File: config.mk
export PLATFORM = sky130hd
export DESIGN_NAME = mmio_cmd_master
export DESIGN_NICKNAME = d
export VERILOG_FILES = /design/src/rtl/mmio_cmd_master.sv
export SDC_FILE = /design/constraint.sdc
export NUM_CORES = 1
export LEC_CHECK = 0
export ABC_AREA = 1
export CORE_MARGIN = 3
export CORE_UTILIZATION = 30
export CTS_CLUSTER_SIZE = 24
export DETAILED_ROUTE_END_ITERATION = 10
export GPL_TIMING_DRIVEN = 0
export SYNTH_ARGS = -nofsm -noshare
export SYNTH_HDL_FRONTEND = slang
export SYNTH_SLANG_ARGS = --single-unit
File: constraint.sdc
create_clock -name clk -period 2 [get_ports clk]
set_clock_uncertainty 0.2 [all_clocks]
set_input_delay 0.3 -clock clk [delete_from_list [all_inputs] [get_ports clk]]
set_output_delay 0.3 -clock clk [all_outputs]
set_load 0.01 [all_outputs]
File: src/rtl/mmio_cmd_master.sv
// mmio_cmd_master: byte-stream command bridge acting as an FPro MMIO initiator.
// Accepts 'W'/'R' frames from a byte source, runs one bus transaction per frame,
// and returns 'K', four read-data bytes, or '?' for an unknown opcode.
module mmio_cmd_master #(
  parameter int unsigned TIMEOUT = 1_000_000
) (
  input  logic        clk,
  input  logic        reset,
  input  logic [7:0]  rx_data,
  input  logic        rx_valid,
  output logic        rx_ready,
  output logic [7:0]  tx_data,
  output logic        tx_valid,
  input  logic        tx_ready,
  output logic        mmio_cs,
  output logic        mmio_wr,
  output logic        mmio_rd,
  output logic [20:0] mmio_addr,
  output logic [31:0] mmio_wr_data,
  input  logic [31:0] mmio_rd_data
);

  localparam int unsigned GW = $clog2(TIMEOUT);

  localparam logic [7:0] OP_WR   = 8'h57;
  localparam logic [7:0] OP_RD   = 8'h52;
  localparam logic [7:0] RSP_ACK = 8'h4B;
  localparam logic [7:0] RSP_ERR = 8'h3F;

  typedef enum logic [2:0] {
    S_IDLE,
    S_ADDR,
    S_DATA,
    S_BUS_WR,
    S_BUS_RD,
    S_ERR,
    S_RESP
  } state_t;

  state_t        state_q, state_d;
  logic [1:0]    cnt_q, cnt_d;
  logic          is_rd_q, is_rd_d;
  logic [20:0]   addr_q, addr_d;
  logic [31:0]   wdata_q, wdata_d;
  logic [GW-1:0] gap_q, gap_d;
  logic [7:0]    txd_q, txd_d;
  logic          txv_q, txv_d;
  logic [23:0]   txsh_q, txsh_d;
  logic [2:0]    left_q, left_d;

  logic rx_fire;
  logic tx_fire;

  // Handshake and bus strobes are pure decodes of the current state.
  always_comb begin
    rx_ready = (state_q == S_IDLE) || (state_q == S_ADDR) || (state_q == S_DATA);
    mmio_cs  = (state_q == S_BUS_WR) || (state_q == S_BUS_RD);
    mmio_wr  = (state_q == S_BUS_WR);
    mmio_rd  = (state_q == S_BUS_RD);
  end

  assign rx_fire      = rx_valid && rx_ready;
  assign tx_fire      = txv_q && tx_ready;
  assign tx_data      = txd_q;
  assign tx_valid     = txv_q;
  assign mmio_addr    = addr_q;
  assign mmio_wr_data = wdata_q;

  // Next-state logic: frame parsing, bus cycle, response sequencing, gap timeout.
  always_comb begin
    state_d = state_q;
    cnt_d   = cnt_q;
    is_rd_d = is_rd_q;
    addr_d  = addr_q;
    wdata_d = wdata_q;
    gap_d   = gap_q;
    txd_d   = txd_q;
    txv_d   = txv_q;
    txsh_d  = txsh_q;
    left_d  = left_q;

    unique case (state_q)
      S_IDLE: begin
        gap_d = '0;
        if (rx_fire) begin
          cnt_d = '0;
          if (rx_data == OP_WR) begin
            is_rd_d = 1'b0;
            state_d = S_ADDR;
          end else if (rx_data == OP_RD) begin
            is_rd_d = 1'b1;
            state_d = S_ADDR;
          end else begin
            state_d = S_ERR;
          end
        end
      end

      S_ADDR: begin
        if (rx_fire) begin
          // Shifting into a 21-bit register drops byte 1 bits [7:5] on its own.
          addr_d = {addr_q[12:0], rx_data};
          gap_d  = '0;
          if (cnt_q == 2'd2) begin
            cnt_d   = '0;
            state_d = is_rd_q ? S_BUS_RD : S_DATA;
          end else begin
            cnt_d = cnt_q + 2'd1;
          end
        end else if (gap_q == GW'(TIMEOUT - 1)) begin
          state_d = S_IDLE;
        end else begin
          gap_d = gap_q + GW'(1);
        end
      end

      S_DATA: begin
        if (rx_fire) begin
          wdata_d = {wdata_q[23:0], rx_data};
          gap_d   = '0;
          if (cnt_q == 2'd3) begin
            cnt_d   = '0;
            state_d = S_BUS_WR;
          end else begin
            cnt_d = cnt_q + 2'd1;
          end
        end else if (gap_q == GW'(TIMEOUT - 1)) begin
          state_d = S_IDLE;
        end else begin
          gap_d = gap_q + GW'(1);
        end
      end

      S_BUS_WR: begin
        txd_d   = RSP_ACK;
        txv_d   = 1'b1;
        left_d  = 3'd1;
        state_d = S_RESP;
      end

      S_BUS_RD: begin
        txd_d   = mmio_rd_data[31:24];
        txsh_d  = mmio_rd_data[23:0];
        txv_d   = 1'b1;
        left_d  = 3'd4;
        state_d = S_RESP;
      end

      S_ERR: begin
        // tx_valid is raised one cycle later in RESP, giving the error reply
        // its extra cycle of latency relative to the bus paths.
        txd_d   = RSP_ERR;
        left_d  = 3'd1;
        state_d = S_RESP;
      end

      S_RESP: begin
        if (!txv_q) begin
          txv_d = 1'b1;
        end else if (tx_fire) begin
          if (left_q == 3'd1) begin
            txv_d   = 1'b0;
            state_d = S_IDLE;
          end else begin
            txd_d  = txsh_q[23:16];
            txsh_d = {txsh_q[15:0], 8'h00};
            left_d = left_q - 3'd1;
          end
        end
      end

      default: state_d = S_IDLE;
    endcase
  end

  // State and datapath registers with synchronous reset.
  always_ff @(posedge clk) begin
    if (reset) begin
      state_q <= S_IDLE;
      cnt_q   <= '0;
      is_rd_q <= 1'b0;
      addr_q  <= '0;
      wdata_q <= '0;
      gap_q   <= '0;
      txd_q   <= '0;
      txv_q   <= 1'b0;
      txsh_q  <= '0;
      left_q  <= '0;
    end else begin
      state_q <= state_d;
      cnt_q   <= cnt_d;
      is_rd_q <= is_rd_d;
      addr_q  <= addr_d;
      wdata_q <= wdata_d;
      gap_q   <= gap_d;
      txd_q   <= txd_d;
      txv_q   <= txv_d;
      txsh_q  <= txsh_d;
      left_q  <= left_d;
    end
  end

endmodule

Yosys cells after proc, flatten, opt, wreduce, memory -nomap -nowiden --
Cells that the tools add are included.
Word-level totals: bits in registers 115, output and inout port bits 66, logic and storage cells 101
Cells by class: add/subtract/negate cells 3, eq/ne operators 22, muxes and demuxes 40, reductions and logical operators 26
Operators by type and width (number):
- 2-to-1 mux 24 bit | 3
- case mux 24 bit (2 select lines) | 1
- 2-to-1 mux 3 bit | 15
- 2-to-1 mux 20 bit | 2
- case mux 20 bit (2 select lines) | 1
- case mux 8 bit (4 select lines) | 1
- 2-to-1 mux 8 bit | 3
- adder 20 x 1 -> 20 bit, second input constant | 1
- == test 20 bit, second input constant | 1
- == test 8 x 7 -> 1 bit, second input constant | 2
- AND reduction 4 bit | 4
- case mux 3 bit (5 select lines) | 1
- != test 2 bit, second input constant | 7
- 2-to-1 mux 2 bit | 5
- == test 3 bit, second input constant | 3
- case mux 3 bit (3 select lines) | 1
- nonzero test 2 bit | 4
- == test 3 x 1 -> 1 bit, second input constant | 2
- == test 3 x 2 -> 1 bit, second input constant | 2
- != test 3 x 2 -> 1 bit, second input constant | 2
- case mux 2 bit (3 select lines) | 1
- AND reduction 2 bit | 3
- AND reduction 6 bit | 1
- nonzero test 3 bit | 2
- other kinds (13) | 23

Longest topological paths before layout --
Gate-level depths: netlist (run 1).
word-level depth 6, depth in mapped cells 13, depth with buffers taken out 11

Worst setup path before layout (run 1) --
OpenSTA, ideal clock, no wires.
path type register to register, start register gap_q[0], end register gap_q[15], arrival 1477 ps, path slack 205 ps, stages on the path, launching flop included 10, path buffers 1, clock period less this slack 1795 ps, cell sequence dfxtp_1 ha_1 nand3_1 nor2_1 nand4_1 nand2_1 buf_2 nor2_1 o21ai_0 nor2_1
Between the ends: word-level cells in the longest chain between the ends 4
Ends and longest elaborated chain:
- from (decl) | line 45 | logic [GW-1:0] gap_q, gap_d;
- from (signal assigned) | line 195 | gap_q <= gap_d;
- adder 20 x 1 -> 20 bit | line 113, 130
- 2-to-1 mux 20 bit | line 110, 127
- 2-to-1 mux 20 bit | line 118 | if (rx_fire) begin
- case mux 20 bit (2 select lines) | line 82 | unique case (state_q)
Several ways; a longest one is shown, not always the timed one. The select of a mux whose other input is x is not followed. A chain may end at the register's enable or synchronous reset.

Final worst setup path (run 1) --
start register state_q[0], end output rx_ready
Between the ends: word-level cells in the longest chain between the ends 3
Ends and longest elaborated chain:
- from (decl) | line 40 | state_t state_q, state_d;
- from (signal assigned) | line 190 | state_q <= state_d;
- == test 3 x 1 -> 1 bit / zero test 3 bit (equally long branches) | line 56 | rx_ready = (state_q == S_IDLE) || (state_q == S_ADDR) || (state_q == S_DATA);
- logical OR 1 bit | line 56
- logical OR 1 bit * | line 56
- to (decl) | line 11 | output logic rx_ready,
Every way passes the cells marked *; elsewhere a longest branch is shown, timed or not.

==> run metrics, run 1 <==
final setup fails=0; grt met1 use=21.9%; Psw=0.00334 W; kind of end point of the critical path=output pin; FF-to-FF Start=state_q[1]; Clk Tree Root Cell=clkbuf_16; top-count cell post-synth=nand2_1; CTS Hold Buffers Added=0; vias in the first global route=4829; Die H=136 um; IO Count=110; Min Hold Slack=0.0413 ns; DRT antenna net count=0; port bufs=108; CTS tree=done; DR vias=around 5000; final hold violation count=0; die area=18600 um2; Reg power frac=32.6%; Crit path arrival time=1.44 ns; critical path type=flip-flop to output pin; Finished Layout Cells=~1100; GRT Residual Overflow=0; share of post-route cells with drive strength above 1=a little over an eighth; Avg Synthesized Cell Area=7.20 um2; post-DR wirelength/cell=14.2 um; DR iter-0 viols=about 300; f_max=roughly 0.5 GHz; Clk pwr share=31.7%; PwrDens=1320 nW/um2; Setup crit start=state_q[0]; Synth top area share=45.3%; post-synthesis cell type count=36; slew margin rel.=roughly three fifths; FILL cells=1655; CTS HTree Levels=4; worst hold start=reset; final setup margin=~0.057 ns; period utilisation layout=97.2%; Async S/R FF share, synth=0%; final WL=15.2 mm; worst skew pair latency=0.42 ns; sequential-to-total area share from yosys stat=45.3%; drt via density=4.66; run status=finished clean; area of the core=about 16000 um2; Residual DRC=0; Most Crowded Layer GR=met2; yosys warns=0; leakage power=between 3 and 4 nW; largest net degree at the start of global routing=17; FF+latch count, synth=115; dpl ws=-0.401 ns; Area Overhead vs Synth=43.1%; Final HPWL DP=about 11 mm; cells after synthesis=around 710; drt pass-1 iters=4; maximum vdd drop=0.000653 V; CP required=1.50 ns; CTS Buf Count=17; Area contributors post-synth=dfxtp_1 45%, nand2_1 9.3%, o21ai_0 8.7%; Sink Count=between 100 and 150; met3 GRT Util=4.03%; final core occ=~45%; Clk pin slew, worst setup/hold paths=0.05 ns; initial core utilization=31.3%; post-synth top area cell=dfxtp_1; GRT Overall Usage=16.6%; GP Congestion=0.844; synthesized cell area=5090 um2; Layout Nets=898; Slew Viols, Final=0; main flop type after synthesis=dfxtp_1; Post-synth top cells=126 x nand2_1, 115 x dfxtp_1, 114 x nor2_1; number of synthesized flops with an enable pin=0; max-cap violations=0; Die W=136 um; placed cells=1031; Int Pwr=0.00627 W; first-pass GRT wire length=24.4 mm; Switching Share=34.8%; number of antenna diodes=0; CP Max Fanout=6; worst slew pin tran=0.614 ns; total nets after synthesis=~760; HP Class=input pin to flip-flop; combinational power share=35.7%; crit path launch type=flip-flop; Global Route met2 Usage=26.4%; initial antenna violation count=0; Clock Tree Buf Depth=2; Std-Cell Rows=between 40 and 50; Final min period=1.94 ns
-- cell usage in the layout, fill, tap and decap left out, drive strengths merged --
cell           synthesis  routed
a211oi                 1       1
a21o                   1       1
a21oi                 45      45
a221oi                 1       1
a22o                   1       1
a31oi                 20      20
buf                   21      32
bufinv                 0       2
clkbuf                15      42
clkdlybuf4s50          0     104
clkinv                 0       7
clkinvlp               0       1
dfxtp                115     115
dlygate4sd2            0       2
ha                     7       7
inv                   59      58
nand2                130     130
nand3                 40      40
nand3b                 2       2
nand4                 13      13
nor2                 119     119
nor3                  15      15
nor3b                  1       1
o21ai                 94      94
o21bai                 1       1
o31ai                  1       1
or2                    2       2
xor2                   3       3
-- worst paths after layout --
kind / endpoint / slack [ns] / cells past startpoint
worst min-delay path: txsh_q[6] / 0.04 / 2
worst min register to register: txsh_q[1] / 0.26 / 2
worst max-delay path: rx_ready / 0.06 / 4
worst max register to register: tx_data[6] / 0.14 / 10
-- sequential cells by signal, indices dropped and copies added (netlist names) --
name          count
cnt_q             2
left_q            3
mmio_wr_data     32
state_q           3
gap_q            20
txsh_q           24
mmio_addr        21
is_rd_q           1
tx_data           8
tx_valid          1
-- stage by stage --
| stage | cell area, um2 | total power [W] | TNS (ns) |
|---|---|---|---|
| global placement | 6440 | 0.00619 | -12.80 |
| CTS | 7170 | 0.00952 | -0.0259 |
| detailed placement | 6440 | 0.00621 | -13.40 |
| global route | 7280 | 0.0102 | -0.0340 |
| finish | 7280 | 0.00961 | 0 |
| floorplan | 5090 | 0.00497 | 0 |
-- routing by layer --
metal / part of all wire, % / wire length, um / vias up
met5: 0 / 0 / -
met4: 1.4 / 210 / 0
met2: 46 / 7040 / 101
li1: - / - / 2628
met1: 48 / 7340 / 2266
met3: 4.2 / 643 / 18
-- cells by family (layout without fill, tap and decap cells) --
logic type | Yosys count | in the layout | synth area share [%]
simple gates | 322 | 322 | 27.2
compound gates | 165 | 165 | 17.3
fa+ha+maj | 7 | 7 | 1.72
flops | 115 | 115 | 45.3
buf+inv | 95 | 248 | 7.99
xor+xnor | 3 | 3 | 0.517
-- what timing repair did --
item	CTS	global route
endpoints found under the setup margin	22	83
buffers inserted	10	5
pin swaps	3	5
resized for setup	30	35
-- area by class of cell --
class                      instances  area (um2)  share of cell area [%]
clock buffer                      23         498                    6.84
buffer                            34         204                    2.80
timing repair buffer             123        1200                    16.5
inverter                          59         236                    3.25
tap                              216         270                    3.71
multi-input combinational        497        2450                    33.7
clock inverter                     9         101                    1.39
sequential                       115        2310                    31.8
-- power by group through the flow --
| stage | registers [W] | logic (W) | clock network (W) |
|---|---|---|---|
| 5_1_grt | 0.00319 | 0.00383 | 0.00321 |
| 6_report | 0.00313 | 0.00343 | 0.00305 |
| 3_3_place_gp | 0.00312 | 0.00307 | 0 |
| 2_1_floorplan | 0.00315 | 0.00182 | 0 |
| 4_1_cts | 0.00310 | 0.00331 | 0.00311 |
| 3_5_place_dp | 0.00312 | 0.00309 | 0 |
-- worst max-delay path, cell delays in order (launching register included) --
cell and delay (ns):
dfxtp_4 0.40, nand2_1 0.08, nand2_1 0.15, inv_2 0.10
dlygate4sd2_1 0.29
No activity file was read; power rests on OpenSTA's default activity.
==> inputs of run 2 (changes only) <==
--- a/config.mk
+++ b/config.mk
@@ -5,7 +5,6 @@
 export SDC_FILE = /design/constraint.sdc
 export NUM_CORES = 1
 export LEC_CHECK = 0
-export ABC_AREA = 1
 export CORE_MARGIN = 3
 export CORE_UTILIZATION = 30
 export CTS_CLUSTER_SIZE = 24
==> run 2 against run 1 <==
  * The flow now finishes with violations (setup timing)
  * Total power shrank 7.1%
  * Via count grew 1.7%
  * Hold slack gained 0.21 ns
  * Non-clock buffer count grew 23
  * Die area grew 0.88%
  * Global-route usage grew 0.14 points
  * Highest routed layer unchanged
==> run metrics, run 2 <==
FF-to-FF Start=state_q[1]; Sink Count=115 (unchanged); CTS Buf Count=17 (unchanged); first-pass GRT wire length=24.7 mm (+1.5%); failing checks=setup timing; largest net degree at the start of global routing=17 (unchanged); CTS HTree Levels=4 (unchanged); final setup fails=2 (+2); final setup margin=-0.0591 ns (-0.116 ns); number of antenna diodes=0 (unchanged); Std-Cell Rows=47 (+2.2%); leakage power=2.77 nW (-8.4%); most frequent cells in the layout=160 x nand2_1, 104 x clkdlybuf4s50_1, 97 x dfxtp_1; share of post-route cells with drive strength above 1=18.3% (+5.3 points); Die H=137 um (+0.44%); GRT Residual Overflow=0 (unchanged); Residual DRC=0 (unchanged); Post-synth top cells=163 x nand2_1, 115 x dfxtp_1, 72 x a21oi_1; Area contributors post-synth=dfxtp_1 45%, nand2_1 12%, a21oi_1 7.0%; CP required=1.50 ns (about the same); vias in the first global route=4845 (+0.33%); synthesized cell area=5130 um2 (+0.91%); port bufs=108 (unchanged); Clock Tree Buf Depth=2 (unchanged); Clk Tree Root Cell=clkbuf_16; FILL cells=1629 (-1.6%); critical path type=flip-flop to output pin; kind of end point of the critical path=output pin; FF+latch count, synth=115 (unchanged); total nets after synthesis=695 (-8.3%); final hold violation count=0 (unchanged); top-count cell post-synth=nand2_1; Tot Pwr=0.00893 W (-7.1%); Layout Nets=851 (-5.2%); register area=2340 um2 (+1.4%); Worst path most repeated cell=buf_6; max incr delay on CP=0.36 ns (-0.04 ns); Final min period=2.06 ns (+0.116 ns); Synth Area in Compound Gates=20.3% (+3.0 points); Slowest cell on crit path=dfxtp_4; dpl ws=-0.666 ns (-0.265 ns); slew margin rel.=55.9% (-3.2 points); Final HPWL DP=11.0 mm (-0.77%); HP Class=flip-flop to flip-flop; Area Overhead vs Synth=50.1%; post-synth top area cell=dfxtp_1; DR iter-0 viols=344 (+16%); worst skew pair latency=0.41 ns (about the same); IO Count=110 (unchanged); Largest register FFs=32 (unchanged); multiplexer area fraction after synthesis=0.585% (+0.58 points); Clk pin slew, worst setup/hold paths=0.05 ns (about the same); cells after synthesis=644 (-8.9%); CTS tree=done; maximum vdd drop=0.000751 V (+15%); Async S/R FF share, synth=0% (unchanged); period utilisation layout=103% (+5.8 points); worst slew pin tran=0.662 ns (+0.0481 ns); largest family of logic cells by synthesized area=simple AND/OR/NAND/NOR gates; area of the core=16600 um2 (+2.5%); Synth Area in Simple Gates=26.4% (-0.78 points); Multi-input gate area=2820 um2 (+15%); xor and xnor area share after synthesis=1.36% (+0.85 points); initial core utilization=30.8% (-0.50 points); run status=complete, but fails checks; yosys warns=0 (unchanged); sequential-to-total area share from yosys stat=44.8% (-0.41 points); initial antenna violation count=0 (unchanged); CTS Hold Buffers Added=0 (unchanged); crit path launch type=flip-flop; Slew Viols, Final=0 (unchanged); Die W=137 um (+0.44%); Setup crit start=state_q[1]; post-DR wirelength/cell=15.3 um (+8.0%); DR vias=5096 (+1.7%); Post-Synth Adder-Cell Area=1.71% (-0.016 points); main flop type after synthesis=dfxtp_1; GRT Overall Usage=16.8% (+0.14 points); commonest non-fill, non-tap cell in the layout=nand2_1; RSZ-0062 raised after global routing=true; number of synthesized flops with an enable pin=0 (unchanged); DRT antenna net count=0 (unchanged); CP Max Fanout=8 (+2); Avg Synthesized Cell Area=7.97 um2 (+11%); max-cap violations=0 (unchanged); worst hold start=mmio_wr_data[28]; Synth top area share=44.8% (-0.41 points); drt pass-1 iters=5 (+1); critical path, cell by cell=buf_6 -> clkbuf_16 -> nor2_4 -> and2_4 -> or2_4 -> buf_6; f_max=0.486 GHz (-5.6%); post-synthesis cell type count=70 (+94%); PwrDens=1160 nW/um2 (-12%); final WL=15.8 mm (+3.6%); GP Congestion=0.856 (+1.5%); Crit path arrival time=1.56 ns (+0.12 ns); drt via density=4.94 (+6.0%); die area=18700 um2 (+0.88%)
run 2: metal layers:
metal | wire [um] | GRT usage, % | part of all wire, % | vias up
li1 | - | - | - | 2566
met1 | 7150 | 22.2 | 45 | 2398
met2 | 7580 | 26.7 | 48 | 111
met3 | 803 | 4.26 | 5.1 | 21
met4 | 235 | 5.71 | 1.5 | 0
met5 | 0 | 0 | 0 | -
run 2: worst paths after layout:
path / endpoint / slack, ns / cells past startpoint
setup / recovery: mmio_cs / -0.06 / 6
hold / removal: mmio_wr_data[28] / 0.25 / 2
setup reg to reg: state_q[1] / 0 / 6
hold reg to reg: mmio_wr_data[28] / 0.25 / 2
run 2: cell families after synthesis:
group / after synthesis
DFF: 115
AOI/OAI and AO/OA: 157
muxes: 3
buffers and inverters: 60
adders and majority gates: 7
and+or+nand+nor: 294
xor gates and xnor gates: 8
run 2: worst max-delay path, delay by kind of cell (launching register included):
family                 cells  cell delay, ns
buffers and inverters      3            0.40
DFF                        1            0.36
and+or+nand+nor            3            0.40
run 2: cell type report:
type	count	share of cell area, %
buffer	41	3.65
multi-input combinational	469	36.6
sequential	115	30.4
tap	220	3.57
clock inverter	10	1.74
clock buffer	21	5.85
timing repair buffer	139	17.3
inverter	17	0.893
run 2: stage by stage:
| stage | TNS [ns] | instance area (um2) | std cells | utilization (%) | hold WS [ns] |
|---|---|---|---|---|---|
| 2_1_floorplan | 0 | 5140 | 644 | - | 0.236 |
| 3_3_place_gp | -37.07 | 6490 | 972 | 39.0 | 0.243 |
| 3_5_place_dp | -37.08 | 6490 | 972 | 39.0 | 0.248 |
| 4_1_cts | -0.357 | 7400 | 1016 | 44.5 | 0.251 |
| 5_1_grt | -0.321 | 7700 | 1032 | 46.3 | 0.264 |
| 6_report | -0.0599 | 7700 | 1032 | 46.3 | 0.251 |
run 2: power breakdown:
group	switching (W)	total [W]	internal (W)	leakage (nW)
combinational	0.00159	0.00304	0.00145	1.54
clock	0.00105	0.00303	0.00197	0.283
sequential	0.000236	0.00286	0.00262	0.943
run 2: timing repair:
action,in CTS,in global routing
gates resized for setup,71,76
endpoints found under the setup margin,97,101
setup buffers,15,14
cloned,0,2
pin swaps,6,21
